`src/rtl/instr_fetch_unit_if.sv`:
```
// Bundle of the instruction-memory handshake and the decode-side handoff.
// The fetch unit is the master; memory and decode together form the slave side.
interface instr_fetch_unit_if;
    logic        imem_req;
    logic [31:0] imem_addr;
    logic        imem_gnt;
    logic        imem_rvalid;
    logic [31:0] imem_rdata;
    logic [31:0] ins;
    logic        ins_valid;
    logic        ins_ready;
    logic [31:0] pc_out;
    logic [31:0] pc_plus4;
    logic        redirect_valid;
    logic [31:0] redirect_pc;
    logic        fetch_err;

    modport master (
        output imem_req, imem_addr,
        input  imem_gnt, imem_rvalid, imem_rdata,
        output ins, ins_valid, pc_out, pc_plus4, fetch_err,
        input  ins_ready, redirect_valid, redirect_pc
    );

    modport slave (
        input  imem_req, imem_addr,
        output imem_gnt, imem_rvalid, imem_rdata,
        input  ins, ins_valid, pc_out, pc_plus4, fetch_err,
        output ins_ready, redirect_valid, redirect_pc
    );
endinterface

```
`src/rtl/instr_fetch_unit.sv`:
```
// Instruction fetch stage: PC ownership, single-outstanding imem fetch, held instruction for decode.
// Optional macro FETCH_MISALIGN_CHECK_EN turns a misaligned redirect into a sticky fetch error.
module instr_fetch_unit #(
    parameter logic [31:0] RESET_PC = 32'h0000_0000,
    parameter int          TIMEOUT  = 16,
    parameter logic [31:0] NOP_INS  = 32'h0000_0013
) (
    input  logic               clk,
    input  logic               rst,
    instr_fetch_unit_if.master bus
);

    localparam logic [2:0] S_IDLE = 3'd0;
    localparam logic [2:0] S_REQ  = 3'd1;
    localparam logic [2:0] S_WAIT = 3'd2;
    localparam logic [2:0] S_HOLD = 3'd3;
    localparam logic [2:0] S_ERR  = 3'd4;

    localparam logic [7:0] TO_LAST = 8'(TIMEOUT - 1);

    logic [2:0]  state_q, state_d;
    logic [31:0] pc_q, pc_d;
    logic [31:0] ins_q, ins_d;
    logic        vld_q, vld_d;
    logic        err_q, err_d;
    logic [7:0]  cnt_q, cnt_d;
    logic        consume;
    logic [31:0] redir_tgt;

    assign consume   = vld_q && bus.ins_ready;
    assign redir_tgt = bus.redirect_pc & 32'hFFFF_FFFC;

    always_comb begin
        state_d = state_q;
        pc_d    = pc_q;
        ins_d   = ins_q;
        vld_d   = vld_q;
        err_d   = err_q;
        cnt_d   = cnt_q;
        case (state_q)
            S_IDLE: state_d = S_REQ;
            S_REQ: begin
                if (bus.imem_gnt) begin
                    cnt_d   = 8'd0;
                    state_d = S_WAIT;
                end
            end
            S_WAIT: begin
                cnt_d = cnt_q + 8'd1;
                // Data arriving on the last allowed cycle still beats the timeout.
                if (bus.imem_rvalid) begin
                    ins_d   = bus.imem_rdata;
                    vld_d   = 1'b1;
                    state_d = S_HOLD;
                end else if (cnt_q == TO_LAST) begin
                    err_d   = 1'b1;
                    state_d = S_ERR;
                end
            end
            S_HOLD: begin
                if (consume) begin
                    vld_d   = 1'b0;
                    ins_d   = NOP_INS;
                    state_d = S_REQ;
`ifdef FETCH_MISALIGN_CHECK_EN
                    if (bus.redirect_valid && (bus.redirect_pc[1:0] != 2'b00)) begin
                        err_d   = 1'b1;
                        state_d = S_ERR;
                    end else begin
                        pc_d = bus.redirect_valid ? redir_tgt : pc_q + 32'd4;
                    end
`else
                    pc_d = bus.redirect_valid ? redir_tgt : pc_q + 32'd4;
`endif
                end
            end
            S_ERR: begin
                vld_d = 1'b0;
                ins_d = NOP_INS;
            end
            default: state_d = S_IDLE;
        endcase
    end

    always_ff @(posedge clk) begin
        if (rst) begin
            state_q <= S_IDLE;
            pc_q    <= RESET_PC;
            ins_q   <= NOP_INS;
            vld_q   <= 1'b0;
            err_q   <= 1'b0;
            cnt_q   <= 8'd0;
        end else begin
            state_q <= state_d;
            pc_q    <= pc_d;
            ins_q   <= ins_d;
            vld_q   <= vld_d;
            err_q   <= err_d;
            cnt_q   <= cnt_d;
        end
    end

    assign bus.imem_req  = (state_q == S_REQ);
    assign bus.imem_addr = pc_q;
    assign bus.ins       = ins_q;
    assign bus.ins_valid = vld_q;
    assign bus.pc_out    = pc_q;
    assign bus.pc_plus4  = pc_q + 32'd4;
    assign bus.fetch_err = err_q;

endmodule

```
`src/flat_wrapper.sv`:
```
// flat-port wrapper written by rule: the top's interface ports become plain ports
module instr_fetch_unit_flat 
#(
    parameter logic [31:0] RESET_PC = 32'h0000_0000,
    parameter int          TIMEOUT  = 16,
    parameter logic [31:0] NOP_INS  = 32'h0000_0013
)
  (clk, rst, bus_imem_req, bus_imem_addr, bus_imem_gnt, bus_imem_rvalid, bus_imem_rdata, bus_ins, bus_ins_valid, bus_pc_out, bus_pc_plus4, bus_fetch_err, bus_ins_ready, bus_redirect_valid, bus_redirect_pc);
  instr_fetch_unit_if bus_i ();
  input  logic clk;
  input  logic rst;
  output wire logic [$bits(bus_i.imem_req)-1:0] bus_imem_req;
  output wire logic [$bits(bus_i.imem_addr)-1:0] bus_imem_addr;
  input wire logic [$bits(bus_i.imem_gnt)-1:0] bus_imem_gnt;
  input wire logic [$bits(bus_i.imem_rvalid)-1:0] bus_imem_rvalid;
  input wire logic [$bits(bus_i.imem_rdata)-1:0] bus_imem_rdata;
  output wire logic [$bits(bus_i.ins)-1:0] bus_ins;
  output wire logic [$bits(bus_i.ins_valid)-1:0] bus_ins_valid;
  output wire logic [$bits(bus_i.pc_out)-1:0] bus_pc_out;
  output wire logic [$bits(bus_i.pc_plus4)-1:0] bus_pc_plus4;
  output wire logic [$bits(bus_i.fetch_err)-1:0] bus_fetch_err;
  input wire logic [$bits(bus_i.ins_ready)-1:0] bus_ins_ready;
  input wire logic [$bits(bus_i.redirect_valid)-1:0] bus_redirect_valid;
  input wire logic [$bits(bus_i.redirect_pc)-1:0] bus_redirect_pc;
  assign bus_imem_req = bus_i.imem_req;
  assign bus_imem_addr = bus_i.imem_addr;
  assign bus_i.imem_gnt = bus_imem_gnt;
  assign bus_i.imem_rvalid = bus_imem_rvalid;
  assign bus_i.imem_rdata = bus_imem_rdata;
  assign bus_ins = bus_i.ins;
  assign bus_ins_valid = bus_i.ins_valid;
  assign bus_pc_out = bus_i.pc_out;
  assign bus_pc_plus4 = bus_i.pc_plus4;
  assign bus_fetch_err = bus_i.fetch_err;
  assign bus_i.ins_ready = bus_ins_ready;
  assign bus_i.redirect_valid = bus_redirect_valid;
  assign bus_i.redirect_pc = bus_redirect_pc;
  instr_fetch_unit #(.RESET_PC(RESET_PC), .TIMEOUT(TIMEOUT), .NOP_INS(NOP_INS)) u_core (.clk(clk), .rst(rst), .bus(bus_i));
endmodule
```
`config.mk`:
```
export PLATFORM = sky130hd
export DESIGN_NAME = instr_fetch_unit_flat
export DESIGN_NICKNAME = d
export VERILOG_FILES = /design/src/rtl/instr_fetch_unit_if.sv /design/src/rtl/instr_fetch_unit.sv /design/src/flat_wrapper.sv
export SDC_FILE = /design/constraint.sdc
export NUM_CORES = 1
export LEC_CHECK = 0
export CAP_MARGIN = 20
export CORE_MARGIN = 4
export CORE_UTILIZATION = 46
export DETAILED_ROUTE_END_ITERATION = 8
export PLACE_DENSITY = 0.87
export SETUP_SLACK_MARGIN = 0.3
export SLEW_MARGIN = 5
export SYNTH_ARGS = -nofsm -noshare
export SYNTH_HDL_FRONTEND = slang
export SYNTH_SLANG_ARGS = --single-unit
export TNS_END_PERCENT = 30
```
`constraint.sdc`:
```
create_clock -name clk -period 6.12 [get_ports clk]
set_input_delay 1.836 -clock clk [delete_from_list [all_inputs] [get_ports clk]]
set_output_delay 1.836 -clock clk [all_outputs]
set_load 0.02 [all_outputs]
```
# Word-level counts from Yosys, hierarchy flattened
# Cells that the tools add are included.
[totals] n_memories=0 latch_bits=0 mem_bits_rw=0 reg_bits=77 rom_bits=0 input_bits=70
[op_classes] mul=0 n_eq_ne=9 n_lt_le_gt_ge=0 n_mux=14 shift=0 div_mod_pow=0 bitwise=2 n_reduce_logical=9 addsub=2
[ops] cell="$mux 32" count=3
[ops] cell="$pmux 32 s3" count=1
[ops] cell="$add 32x3->32 const B" count=1
[ops] cell="$pmux 8 s2" count=1
[ops] cell="$pmux 3 s5" count=1
[ops] cell="$mux 3" count=4
[ops] cell="$add 8x1->8 const B" count=1
[ops] cell="$eq 8x4->1 const B" count=1
[ops] cell="$mux 8" count=1
[ops] cell="$eq 3x2->1 const B" count=2
[ops] cell="$reduce_and 3->1" count=2
[ops] cell="$ne 2x1->1 const B" count=2
[ops] cell="$reduce_and 2->1" count=2
[ops] cell="$reduce_and 4->1" count=1
[ops] cell="$eq 3x1->1 const B" count=1
[ops] cell="$eq 3x3->1 const B" count=1
[ops] cell="$logic_not 3->1" count=1
[ops] cell="$ne 3x2->1 const B" count=1
[ops] cell="$pmux 1 s3" count=1
[ops] cell="$reduce_bool 3->1" count=1
[ops] cell="$mux 1" count=2
[ops] cell="$ne 2x2->1 const B" count=1
[ops] cell="$not 1->1" count=2
[ops] cell="$reduce_bool 2->1" count=1
[ops] cell="$logic_and 1x1->1" count=1

# Logic depth before layout (Yosys ltp)
[depth] ltp_word=4 mapped_depth=7

# Worst setup path after synthesis
# No wires, ideal clock.
[synth_timing] kind="reg2out" start="reg u_core.pc_q[4], in the netlist u_core.bus.imem_addr[4]" end="out bus_pc_plus4[29]" arrival_ns=2.025 slack_ns=2.259 stages_incl_launch_ff=6 path_cell_list="dfxtp_1 > clkbuf_4 > nand3_2 > or4_4 > or2_1 > xnor2_1"
[synth_between] elab_chain_cells=1
[synth_lines] item="start, declared" line="instr_fetch_unit.sv:22" source="logic [31:0] pc_q, pc_d;"
[synth_lines] item="start signal, assigned" line="instr_fetch_unit.sv:95" source="pc_q <= pc_d;"
[synth_lines] item="$add 32x3->32" line="instr_fetch_unit.sv:108" source="assign bus.pc_plus4 = pc_q + 32'd4;"
[synth_lines] item="end, declared" line="flat_wrapper.sv:20" source="output wire logic [$bits(bus_i.pc_plus4)-1:0] bus_pc_plus4;"
# No other way between the ends.

# Worst setup path in the final report
[layout_timing] start="reg u_core.pc_q[2], in the netlist u_core.bus.imem_addr[2]" end="out bus_pc_plus4[26]"
# The elaborated chain is that of the path after synthesis.

==> flow_summary.json <==
{
  "hold_class": "flip-flop to flip-flop",
  "antenna_cells": 0,
  "post-place-ws_ns": 1.517,
  "tns_ns": 0,
  "path_cells": "ha_1 -> and4_1 -> nand4_4 -> nor3_1 -> xor2_1 -> clkdlybuf4s50_1",
  "syn_inst": 588,
  "cts_setup_buffers": 0,
  "grt_max_degree": 51,
  "syn_avg_cell_area_um2": 7.882,
  "grt_pass1_wl_um": 23240,
  "p_leak_nw": 2.229,
  "seq_area_frac_synth": 0.3240,
  "critPathBufInv": 1,
  "fin_crit_ns": 4.990,
  "critPathKind": "flip-flop to output port",
  "cts.repair.resized": 0,
  "port_buffers": 192,
  "clk_pin_slew_worst_paths_ns": 0.08,
  "grt-ovfl-total": 0,
  "core_um2": 9774,
  "synth-async-reset-ratio": 0,
  "drtAntennaViolNets": 0,
  "crit_path_start_kind": "flip-flop",
  "cts-root-buf": "clkbuf_8",
  "num_vias": 5055,
  "yosysWarningCount": 0,
  "ir_drop_mv": 0.1291,
  "initial_core_util": 0.4741,
  "die_h_um": 108.4,
  "die_area_um2": 11750,
  "slew_violations": 0,
  "route.detailed.drc": 0,
  "cts.sinks": 75,
  "synth_cell_type_count": 68,
  "grtUsageTotal": 0.2425,
  "final_common_cell": "clkdlybuf4s50_1",
  "nFillCells": 812,
  "path_depth": 6,
  "syn-cell-area_um2": 4634,
  "crit_path_end_kind": "output port",
  "status": "finished clean",
  "cp_slowest_stage_delay_ns": 0.62,
  "relSlewSlack": 0.3107,
  "cap_viol_max_count": 0,
  "setup_violations": 0,
  "cts_tree": "yes",
  "clk_latency_ns": 0.35,
  "drt_iter0_drc": 304,
  "fin_area_um2": 6449,
  "clockBufferDepth": 2,
  "fmax_ghz": 0.2004,
  "wire_per_inst_um": 17.46,
  "hold_buffers": 0,
  "antenna_found_initial": 0,
  "cp_data_required_time_ns": 4.28,
  "cts_buffers": 9,
  "area_growth_pct": 39.15,
  "finalHoldViolCount": 0,
  "layout-drive-gt1-share": 0.04909,
  "reg2regPathDepth": 4,
  "row_count": 36,
  "final_nets": 782,
  "rsz0062_at_grt": "no",
  "die_x_um": 108.4,
  "routed_via_density": 5.975,
  "fin_hold_ws_ns": 0.4904,
  "synth_flop_cell": "dfxtp_1",
  "worst_pin_slew_ns": 1.034,
  "synth-edff-count": 0,
  "wl_um": 14770,
  "path_delay_family": "simple AND/OR/NAND/NOR gates",
  "arrival_ns": 3.15,
  "place_area_um2": 6241,
  "crit_path_top_delay_cell": "clkdlybuf4s50_1",
  "layout_common_cells": "190 x clkdlybuf4s50_1, 75 x dfxtp_1, 64 x nor2_1",
  "finalClockSkew_ns": 0.01983,
  "grt_pass1_vias": 4768,
  "htree_levels": 3,
  "ios": 201,
  "utilization": 0.6598,
  "gp_congestion": 0.8689,
  "drtPass1Iterations": 4,
  "critPathMaxFanout": 10,
  "ys_ff_latch": 75,
  "powerDensity_nw_per_um2": 155.3,
  "setup_slack_ns": 1.130,
  "worstHoldPathCells": 2,
  "fin_crit_sh": 0.8154,
  "place_hpwl_um": 10620
}
Yosys cell counts (all sizes together), types with 4 or more instances:
master,instances,share of area
a211o,6,0.011
a21oi,24,0.026
a31oi,13,0.018
a32o,7,0.015
a32oi,31,0.059
and2,9,0.012
and3,6,0.0084
and4,7,0.013
buf,59,0.086
clkbuf,32,0.027
dfxtp,75,0.32
inv,12,0.0097
nand2,47,0.038
nand2b,5,0.0067
nand3,20,0.023
nand4,17,0.026
nor2,65,0.053
nor3,16,0.018
nor3b,4,0.0065
nor4,14,0.019
o211ai,4,0.0065
o21ai,23,0.025
o311ai,5,0.0094
o31a,4,0.0081
o31ai,5,0.0081
or4,5,0.0089
xnor2,15,0.028
xor2,13,0.025
registers in the layout, indices dropped and copies added (netlist names):
name                  cells
u_core.bus.ins_valid      1
u_core.state_q            3
u_core.cnt_q              8
u_core.bus.fetch_err      1
u_core.bus.ins           32
u_core.bus.imem_addr     30
cells by family (layout without fill, tap and decap cells):
| kind of cell | Yosys count | count (layout) | synth area share |
|---|---|---|---|
| xor+xnor | 28 | 28 | 0.05292 |
| simple gates | 230 | 230 | 0.2573 |
| mux | 3 | 3 | 0.006749 |
| other cells | 1 | 6 | 0.0008092 |
| compound gates | 146 | 146 | 0.2303 |
| fa+ha+maj | 2 | 2 | 0.005399 |
| flops | 75 | 75 | 0.3240 |
| buf+inv | 103 | 223 | 0.1226 |
stage by stage:
stage / power (mW) / std cells
after floorplan: 0.5754 / 593
after global placement: 0.6359 / 831
after detailed placement: 0.6388 / 831
after CTS: 1.004 / 845
final: 1.001 / 846
after global routing: 1.039 / 846
path summary, 6_finish.rpt:
path / end / from / slack, ns
max: bus_pc_plus4[26] / u_core.bus.imem_addr[2] / 1.13
max reg2reg: u_core.bus.imem_addr[24] / u_core.state_q[0] / 3.43
min reg2reg: u_core.bus.fetch_err / u_core.bus.fetch_err / 0.49
min: u_core.bus.fetch_err / u_core.bus.fetch_err / 0.49
worst register-to-register path: stages (launching register included):
cell and delay [ns]:
dfxtp_1 0.50, nor2b_1 0.57, nand2_1 0.71, or4b_1 0.68, a31oi_1 0.17
routing by layer:
metal / part of all wire / track usage
met1: 0.40 / 0.2989
met2: 0.47 / 0.4010
met3: 0.11 / 0.06448
met4: 0.023 / 0.1001
met5: 0 / 0
final cells by class:
cell class                 instances  area (µm²)  area share
timing repair buffer             197        1969      0.3054
sequential                        75        1501      0.2328
multi-input combinational        415        2586      0.4010
inverter                          12       45.04    0.006985
tap                              133       166.4     0.02581
clock inverter                     5       56.30    0.008731
clock buffer                       9       123.9     0.01921
power breakdown:
| group | switching, mW | internal (mW) |
|---|---|---|
| logic | 0.0654 | 0.0640 |
| clock network | 0.188 | 0.183 |
| registers | 0.00636 | 0.494 |
| total | 0.260 | 0.741 |
Power figures use the tool's default switching activity.
==> RTL edit 1: new RTL, config.mk and constraints unchanged <==
Make the reset (`rst`) asynchronous in one clocked block.
--- a/src/rtl/instr_fetch_unit.sv
+++ b/src/rtl/instr_fetch_unit.sv
@@ -82,7 +82,7 @@
         endcase
     end
 
-    always_ff @(posedge clk) begin
+    always_ff @(posedge clk or posedge rst) begin
         if (rst) begin
             state_q <= S_IDLE;
             pc_q    <= RESET_PC;
Check against the original RTL: differs if rst is asserted again (counterexample within 4 cycles, from zero or initial values and one cycle with rst high); with rst held inactive, the same outputs for 4 cycles.
==> RTL edit 1 against the original RTL <==
- non-clock buffer count rose by 1
- synthesized area fell by 8.1%
- wire length down 16%
- first-iteration DRC count is 41% lower
- worst setup slack lost 0.096 ns
- design area down 3.3%
- sequential cell count is the same
- largest cell class is now non-clock buffers
- cell count shrank 15%
- synthesized cell count decreased by 22%
- critical path type unchanged
Power is left out: it rests on default switching activity, and per cell area and clock period it moved more than threefold.
==> RTL edit 1: results <==
[timing]
tightestPinTransition_ns = 0.999
finClkSkew_ns = 0.0118

[worst_setup_path]
cpPeakStageDelay_ns = 0.64
worstPathArrival_ns = 3.25
startpoint = "u_core.bus.imem_addr[4]"

[routing]
wl_mm = 12.5
firstDrtPassIters = 4
drtIter0Drc = 180
vias_per_cell = 5.70

[synthesis]
synth_area_leaders = "dfrtp_1, buf_4, a22o_1"
yosysUniqueCellTypes = 49
synth_common_cells = "dfrtp_1, nand2_1, buf_4, a22o_1, clkbuf_1"
yosysSeqAreaShare_pct = 44.2
synth.most_common_cell = "dfrtp_1"
yosysWarnings = 0
synthArstFlopShare_pct = 100

[cells_and_area]
drive_above_1_share_pct = 5.37
nNetsFinal = 681
fillers = 635
ff_latch_area_sq_um = 1880

[global_route]
grt_pass1_wl_mm = 19.5
grt_pass1_vias = 3822
antenna_found_initial = 0
grt_max_degree = 43
grt_usage_pct = 21.8

[place]
place_area_sq_um = 5980
gp_congestion = 0.879
hpwl_mm = 9.17

[min_path]
hold_class = "reg2reg"
hp-start = "u_core.bus.ins[4]"

[cts]
cts_resized = 0
clkTransAtPathRegs_ns = 0.09
post-cts-setup-buffers = 0
cts-root-buf = "clkbuf_8"
numCtsBuffers = 9
clockBufferDepth = 2

[outcome]
status = "completed"
## RTL edit 1: kinds of logic after synthesis
| group | Yosys count | synth area share [%] |
|---|---|---|
| AOI/OAI and AO/OA | 127 | 20.5 |
| and+or+nand+nor | 148 | 18.2 |
| DFF | 75 | 44.2 |
| other | 1 | 0.0881 |
| adders and majority gates | 2 | 0.588 |
| xor gates and xnor gates | 28 | 5.76 |
| buffers and inverters | 77 | 10.0 |
| muxes | 3 | 0.705 |
## RTL edit 1: through the flow
| step | setup slack (ns) | instances | hold slack (ns) |
|---|---|---|---|
| final | 1.03 | 722 | 0.461 |
| after global routing | 0.899 | 722 | 0.478 |
| after CTS | 1.07 | 720 | 0.463 |
| after detailed placement | 1.47 | 704 | 0.450 |
| after global placement | 1.50 | 704 | 0.448 |
| after floorplan | 1.98 | 466 | 0.436 |
## RTL edit 1: area by class of cell
type,count,area share [%]
clock inverter,6,1.44
multi-input combinational,314,31.6
timing repair buffer,198,31.9
tap,108,2.17
inverter,11,0.682
clock buffer,10,2.05
sequential,75,30.2
## RTL edit 1: path summary, 6_finish.rpt
| check | end | slack (ns) | cells past startpoint |
|---|---|---|---|
| setup / recovery | bus_pc_plus4[25] | 1.03 | 5 |
| hold / removal | u_core.bus.ins[4] | 0.46 | 2 |
| setup reg to reg | u_core.bus.imem_addr[25] | 3.60 | 5 |
| hold reg to reg | u_core.bus.ins[4] | 0.46 | 2 |
| max in group asynchronous | u_core.bus.ins[4] | 3.31 | 3 |
| min in group asynchronous | u_core.bus.imem_addr[31] | 1.85 | 2 |
## RTL edit 1: metal layers
layer | routed length, um | part of all wire [%] | global-route usage [%]
met1 | 4830 | 39 | 25.8
met2 | 6090 | 49 | 37.1
met3 | 1380 | 11 | 8.81
met4 | 155 | 1.2 | 5.51
met5 | 0 | 0 | 0
==> RTL edit 2: new RTL, same flow settings <==
Made on the original files. The option `FETCH_MISALIGN_CHECK_EN` is turned on by a define.
--- a/src/rtl/instr_fetch_unit.sv
+++ b/src/rtl/instr_fetch_unit.sv
@@ -1,5 +1,7 @@
 // Instruction fetch stage: PC ownership, single-outstanding imem fetch, held instruction for decode.
 // Optional macro FETCH_MISALIGN_CHECK_EN turns a misaligned redirect into a sticky fetch error.
+`define FETCH_MISALIGN_CHECK_EN
+
 module instr_fetch_unit #(
     parameter logic [31:0] RESET_PC = 32'h0000_0000,
     parameter int          TIMEOUT  = 16,
Function: changed (Yosys sat finds a counterexample within 10 cycles, from zero or initial values and one cycle with rst high).
==> RTL edit 2 against the original RTL <==
- synthesized area fell by 7.7%
- hold slack got worse by 0.033 ns
- sequential cell count did not move
- wire length fell by 9.9%
- design area fell by 3.1%
- count of clock-buffer cells in the layout did not move
- worst setup slack improved by 0.27 ns
- clock skew fell by 0.013 ns
- largest cell class unchanged
- fmax rose by 5.8%
Power is not compared: it rests on default switching activity, and its combinational part moved more than twofold at a synthesized area within 25%.
==> RTL edit 2: results <==
[synthesis]
yosysUniqueCellTypes = 61
synthCells = 535
synth_area_leaders = "dfxtp_1, buf_4, a22oi_1"
yosysSeqAreaShare_pct = 35.1

[worst_setup_path]
timing.rr.end = "u_core.bus.imem_addr[18]"
reg2regPathDepth = 6
critPathMaxFanout = 7
worstPathArrival_ns = 2.88
reg2reg_from = "u_core.bus.imem_addr[2]"

[global_route]
grt_pass1_wl_mm = 21.3
met2_usage_pct = 39.7
use_met3_pct = 9.06
grt_max_degree = 78
grt_pass1_vias = 4263
grt_usage_pct = 23.5

[outcome]
status = "completed"

[place]
place_area_sq_um = 6020
dp_cells = 777
gp_congestion = 0.855
dp_worst_setup_slack_ns = 1.78
hpwl_mm = 9.72

[routing]
wirelength_met1_mm = 5.21
highest_layer = "met5"
wl_mm = 13.3

[timing]
tightestPinTransition_ns = 0.827
finClkSkew_ns = 0.00686

[cells_and_area]
nNetsFinal = 752
drive_above_1_share_pct = 5.69
fin_cells = 794
RTL edit 2: changes by cell type after synthesis, moves of 6 or more:
cell and change:
a211o_1 -6, a22oi_1 +32, o21ai_0 -6, and3_1 +8, nor4_1 -8, buf_2 -6
nor2b_1 +9, clkbuf_1 -6, a32oi_1 -28, a21oi_1 +10, nand4_1 -9, nand2_1 -11
RTL edit 2: logic make-up (layout without fill, tap and decap cells):
| family | count (synthesis) | in the layout | share of synthesized area (%) |
|---|---|---|---|
| and+or+nand+nor | 209 | 209 | 26.0 |
| AOI/OAI and AO/OA | 130 | 130 | 20.1 |
| buffers and inverters | 83 | 228 | 10.7 |
| DFF | 75 | 75 | 35.1 |
| xor gates and xnor gates | 28 | 28 | 5.73 |
| muxes | 7 | 7 | 1.67 |
| adders and majority gates | 2 | 2 | 0.585 |
| other | 1 | 7 | 0.0876 |
RTL edit 2: worst max-delay path by stage:
stage	to	slack, ns	start
6_report	bus_pc_plus4[18]	1.40	u_core.bus.imem_addr[2]
5_1_grt	bus_pc_plus4[18]	1.25	u_core.bus.imem_addr[2]
4_1_cts	bus_pc_plus4[18]	1.39	u_core.bus.imem_addr[2]
3_5_place_dp	bus_pc_plus4[18]	1.78	u_core.bus.imem_addr[2]
3_3_place_gp	bus_pc_plus4[16]	1.84	u_core.bus.imem_addr[2]
2_1_floorplan	bus_pc_plus4[18]	2.22	u_core.bus.imem_addr[2]
RTL edit 2: area by class of cell:
cell class / count / area (sq um)
Fill cell: 722 / 2640
Multi-Input combinational cell: 382 / 2340
Timing Repair Buffer: 201 / 2000
Sequential cell: 75 / 1500
Tap cell: 108 / 135
Clock buffer: 9 / 124
Clock inverter: 7 / 100
Inverter: 11 / 41.3
Antenna cell: 1 / 2.50
